## config.mk

```make
export PLATFORM = sky130hd
export DESIGN_NAME = branch_predict_unit
export DESIGN_NICKNAME = d
export VERILOG_FILES = /design/src/rtl/branch_predict_unit.sv
export SDC_FILE = /design/constraint.sdc
export NUM_CORES = 1
export LEC_CHECK = 0
export BUFFER_PORTS_ARGS = -buffer_cell sky130_fd_sc_hd__buf_2
export CAP_MARGIN = 20
export CORE_UTILIZATION = 49
export DETAILED_ROUTE_END_ITERATION = 12
export PLACE_DENSITY = 0.8
export REMOVE_ABC_BUFFERS = 1
export SLEW_MARGIN = 25
export SYNTH_ARGS = -nofsm -noshare
export SYNTH_HDL_FRONTEND = slang
export SYNTH_SLANG_ARGS = --single-unit
```

## constraint.sdc

```tcl
create_clock -name clk -period 2 [get_ports clk]
set_input_delay 0.4 -clock clk [delete_from_list [all_inputs] [get_ports clk]]
set_output_delay 0.4 -clock clk [all_outputs]
set_load 0.1 [all_outputs]
```

## src/rtl/branch_predict_unit.sv

```systemverilog
// Conditional branch resolve plus a direct-mapped saturating-counter predictor with stats.
// Resolve and predict are combinational; table and counters update on the next edge, no backpressure.
module branch_predict_unit #(
  parameter int PC_WIDTH   = 16,
  parameter int IDX_BITS   = 4,
  parameter int CNT_BITS   = 2,
  parameter int STAT_WIDTH = 16
) (
  input  logic                  clk,
  input  logic                  rst,
  input  logic [PC_WIDTH-1:0]   fetch_pc,
  output logic                  predict_taken,
  input  logic                  ex_valid,
  input  logic [4:0]            ex_op,
  input  logic [PC_WIDTH-1:0]   ex_pc,
  input  logic                  ex_pred_taken,
  input  logic                  pos_flag,
  input  logic                  neg_flag,
  input  logic                  zero_flag,
  output logic                  is_branch,
  output logic                  branch_taken,
  output logic                  mispredict,
  output logic [STAT_WIDTH-1:0] branch_count,
  output logic [STAT_WIDTH-1:0] mispredict_count
);

  localparam int ENTRIES = 2 ** IDX_BITS;
  localparam logic [CNT_BITS-1:0]   CNT_INIT = {1'b0, {(CNT_BITS-1){1'b1}}};
  localparam logic [CNT_BITS-1:0]   CNT_MAX  = '1;
  localparam logic [CNT_BITS-1:0]   CNT_ONE  = 1;
  localparam logic [STAT_WIDTH-1:0] STAT_MAX = '1;
  localparam logic [STAT_WIDTH-1:0] STAT_ONE = 1;

  localparam logic [4:0] OP_BEQZ = 5'b01100;
  localparam logic [4:0] OP_BNEZ = 5'b01101;
  localparam logic [4:0] OP_BLTZ = 5'b01110;
  localparam logic [4:0] OP_BGEZ = 5'b01111;

  logic [CNT_BITS-1:0]   table_q [ENTRIES];
  logic [CNT_BITS-1:0]   entry_d;
  logic [STAT_WIDTH-1:0] branch_count_q, branch_count_d;
  logic [STAT_WIDTH-1:0] mispredict_count_q, mispredict_count_d;
  logic [IDX_BITS-1:0]   fetch_idx, ex_idx;

  // Instructions are 2-byte aligned, so bit 0 never contributes to the index.
  assign fetch_idx = fetch_pc[IDX_BITS:1];
  assign ex_idx    = ex_pc[IDX_BITS:1];

  logic unused_pc_bits;
  assign unused_pc_bits = ^{fetch_pc[PC_WIDTH-1:IDX_BITS+1], fetch_pc[0],
                            ex_pc[PC_WIDTH-1:IDX_BITS+1], ex_pc[0]};

  assign predict_taken = table_q[fetch_idx][CNT_BITS-1];

  always_comb begin
    is_branch    = 1'b0;
    branch_taken = 1'b0;
    if (ex_valid) begin
      case (ex_op)
        OP_BEQZ: begin is_branch = 1'b1; branch_taken = zero_flag;            end
        OP_BNEZ: begin is_branch = 1'b1; branch_taken = pos_flag | neg_flag;  end
        OP_BLTZ: begin is_branch = 1'b1; branch_taken = neg_flag;             end
        OP_BGEZ: begin is_branch = 1'b1; branch_taken = pos_flag | zero_flag; end
        default: ;
      endcase
    end
  end

  assign mispredict = is_branch && (branch_taken != ex_pred_taken);

  always_comb begin
    entry_d = table_q[ex_idx];
    if (branch_taken) begin
      if (entry_d != CNT_MAX) entry_d = entry_d + CNT_ONE;
    end else begin
      if (entry_d != '0) entry_d = entry_d - CNT_ONE;
    end
  end

  always_comb begin
    branch_count_d     = branch_count_q;
    mispredict_count_d = mispredict_count_q;
    if (is_branch && branch_count_q != STAT_MAX)
      branch_count_d = branch_count_q + STAT_ONE;
    if (mispredict && mispredict_count_q != STAT_MAX)
      mispredict_count_d = mispredict_count_q + STAT_ONE;
  end

  // Reset takes priority over a branch resolving in the same cycle.
  always_ff @(posedge clk) begin
    if (rst) begin
      for (int i = 0; i < ENTRIES; i++) table_q[i] <= CNT_INIT;
      branch_count_q     <= '0;
      mispredict_count_q <= '0;
    end else begin
      if (is_branch) table_q[ex_idx] <= entry_d;
      branch_count_q     <= branch_count_d;
      mispredict_count_q <= mispredict_count_d;
    end
  end

  assign branch_count     = branch_count_q;
  assign mispredict_count = mispredict_count_q;

endmodule
```

==> results by group <==
Synth
  • EDFF count, synth: 32
  • Synth Area in Compound Gates: 9.72%
  • Avg Inst Size Synth: 10.4 µm²
  • Mux contribution to synthesized area: 10.6%
  • Yosys cell types: 58
  • Adder-cell share of the synthesized area: 1.35%
  • Main synth FF type: edfxtp_1
  • Synthesized instance count: 338
  • Synth warn: 0
  • Post-Syn Area: 3530 µm²
  • Synth area leaders: edfxtp_1 27%, dfxtp_1 18%, mux4_2 6.4%
  • Largest family of logic cells by synthesized area: simple AND/OR/NAND/NOR gates
  • Simple logic cell fraction of the synthesized area: 26.1%
  • FF+latch count, synth: 64
  • Share of the yosys chip area belonging to registers: 45.4%
  • Yosys top cell by area: edfxtp_1
  • FFs w/ async S/R, synth: 0%
  • Share of the synthesized area in the top cell type: 27.2%
  • Synth Area in XOR/XNOR: 2.98%

Power and ir drop
  • Max VDD drop: 0.000345 V
  • Pwr Total: 2.80 mW
  • PD cells: 604 nW/µm²
  • Leakage: 1.77 nW

Cells and area
  • Final Net Count: 482
  • Post-layout instance area: 4640 µm²
  • Fillers: 513
  • Final Core Density: 67.5%
  • Synth-to-Final Area Change: 31.5%
  • Total inserted antenna cells: 0
  • Layout cells sized above 1: 39.8%
  • Post-Layout Cell Count: 536

Placed design
  • Gpl congestion: 0.810
  • Placed insts: 514
  • Placed Area: 4200 µm²
  • Port Buffers: 55
  • Dpl ws: -0.426 ns
  • DP Wirelength: 5.88 mm

Floorplanning
  • FP Rows: 30
  • Die Y: 86.8 µm
  • Core area: 6870 µm²
  • Die area: 7540 µm²
  • Num ports: 80
  • Starting density of the core: 51.3%
  • Chip Width: 86.8 µm

GRT
  • Tot GR Track Use: 23.7%
  • Vias in the first global route: 2895
  • First-pass GRT wire length: 13.6 mm
  • Antenna violations before repair: 0
  • Pin count of the biggest net entering global routing: 27
  • GRT overflow: 0

CTS
  • Clock root cell: clkbuf_8
  • Worst skew pair latency: 0.33 ns
  • CTS tree: built
  • Max Root-Sink Buffers: 2
  • Num CTS Buffers: 9
  • Clk sinks: 64
  • Max H-tree Level: 3
  • Clk slew on worst S/H paths: 0.07 ns

Timing
  • Post-Route Setup TNS: -0.900 ns
  • Skew final: 0.00507 ns
  • Final setup viols: 22
  • Fin. max-slew vios: 0
  • Minimum clock period: 2.33 ns
  • Max_slew headroom: 65.3%
  • Final WS setup: -0.329 ns
  • Hold Fails Final Rpt: 0
  • Crit share post-route: 116%
  • RSZ-0062 raised after global routing: true
  • Min Hold Slack: 0.425 ns
  • Worst Tran Pin Value: 0.520 ns
  • Fmax achieved: 429 MHz

Worst setup path
  • Arr. time, crit path: 1.93 ns
  • Crit. Startpoint: table_q[14][1]
  • Worst Setup Path Type: reg2out
  • Critical path launch point type: flip-flop
  • Worst r2r src: table_q[3][1]
  • Crit path capture type: output pin
  • CP max FO: 2
  • Critical path data required time: 1.60 ns

Route
  • Vias: 3071
  • Residual DRC count: 0
  • Via-per-instance ratio: 5.73
  • WL/cell: 15.8 µm
  • Drt pass-1 iters: 4
  • WL final: 8.47 mm
  • DRT iter0 DRCs: 161
  • Remaining antenna violation count: 0

Hold path
  • Hold WC Path Type: in2reg
  • Hold_sp: rst

Run
  • Max-capacitance violation count: 0

Status
  • Outcome: finished, violations left
  • Violated checks: negative setup slack
==> worst max-delay path, cell delays in order (launching register included) <==
cell and delay (ns):
edfxtp_1 0.42, mux4_2 0.49, mux4_2 0.49, buf_6 0.20
==> repair_timing <==
item / 4_1_cts / 5_1_grt
cloned: 1 / 0
buffers inserted: 2 / 5
endpoints found under the setup margin: 41 / 44
pin swaps: 13 / 18
hold buffers: 0 / 0
resized for setup: 24 / 27
==> final timing paths <==
kind / depth (start not counted) / end / slack (ns)
worst max-delay path: 3 / predict_taken / -0.33
worst min register to register: 2 / branch_count[15] / 0.49
worst max register to register: 6 / table_q[8][0] / -0.07
worst min-delay path: 3 / branch_count[15] / 0.42
==> Yosys cell counts (4+ instances only) <==
library cell  instances
nand2_1              33
inv_1                10
clkbuf_1              8
or2_2                 4
xnor2_1              10
nor2_2                4
nand2b_1              9
and3_1                6
mux4_1                4
mux4_2               10
and2b_1               4
o31ai_1               8
nand4_1              10
edfxtp_1             32
a21oi_1              17
nor2b_1               4
or3_1                 8
or4_1                10
nand3_1              17
o21ai_0              11
nor2_4                6
dfxtp_1              32
nor3_1                6
nor2_1               21
==> routing by layer <==
layer	global-route usage (%)	share of wire, %	vias to the layer above
li1	-	-	1483
met1	29.9	42	1492
met2	40.8	52	82
met3	3.24	4.6	14
met4	9.85	1.5	0
met5	0	0	-
==> cell usage in the layout (no fill, tap or decap), drive strengths merged, types with 4 or more instances in the layout <==
cell and instances:
buf 101, nand2 33, dfxtp 32, edfxtp 32, nor2 31, nand3 18, a21oi 17, clkbuf 15
mux4 14, o21ai 13, nand4 10, xnor2 10, inv 10, or4 10, nand2b 9, or3 8
o31ai 8, nor3 6, and3 6, or2 6, nor2b 4, and2b 4, and4 4
==> area by class of cell <==
class	instances	area [µm²]	share of cell area (%)
Clock buffer	15	186	4.02
Inverter	11	41.3	0.890
Sequential cell	64	1600	34.5
Tap cell	96	120	2.59
Timing Repair Buffer	101	744	16.0
Multi-Input combinational cell	249	1950	41.9
==> sequential cells by signal, indices dropped and copies added, names as in the netlist <==
signal	cells
table_q	32
branch_count	16
mispredict_count	16
==> kinds of logic (layout without fill, tap and decap cells) <==
kind of cell / Yosys count / in the layout
multiplexers: 17 / 17
AND/OR/NAND/NOR: 161 / 161
flip-flops: 64 / 64
adder cells (fa/ha/maj): 4 / 5
buffers and inverters: 26 / 127
XOR/XNOR: 12 / 12
AO/OA/AOI/OAI: 54 / 54
==> where the power goes <==
part	switching [mW]	total (mW)	leakage, nW	internal [mW]
logic	0.200	0.358	1.13	0.158
clock network	0.469	1.05	0.0958	0.581
registers	0.00885	1.40	0.535	1.39
Note: power is estimated with default switching activity, not from simulation.
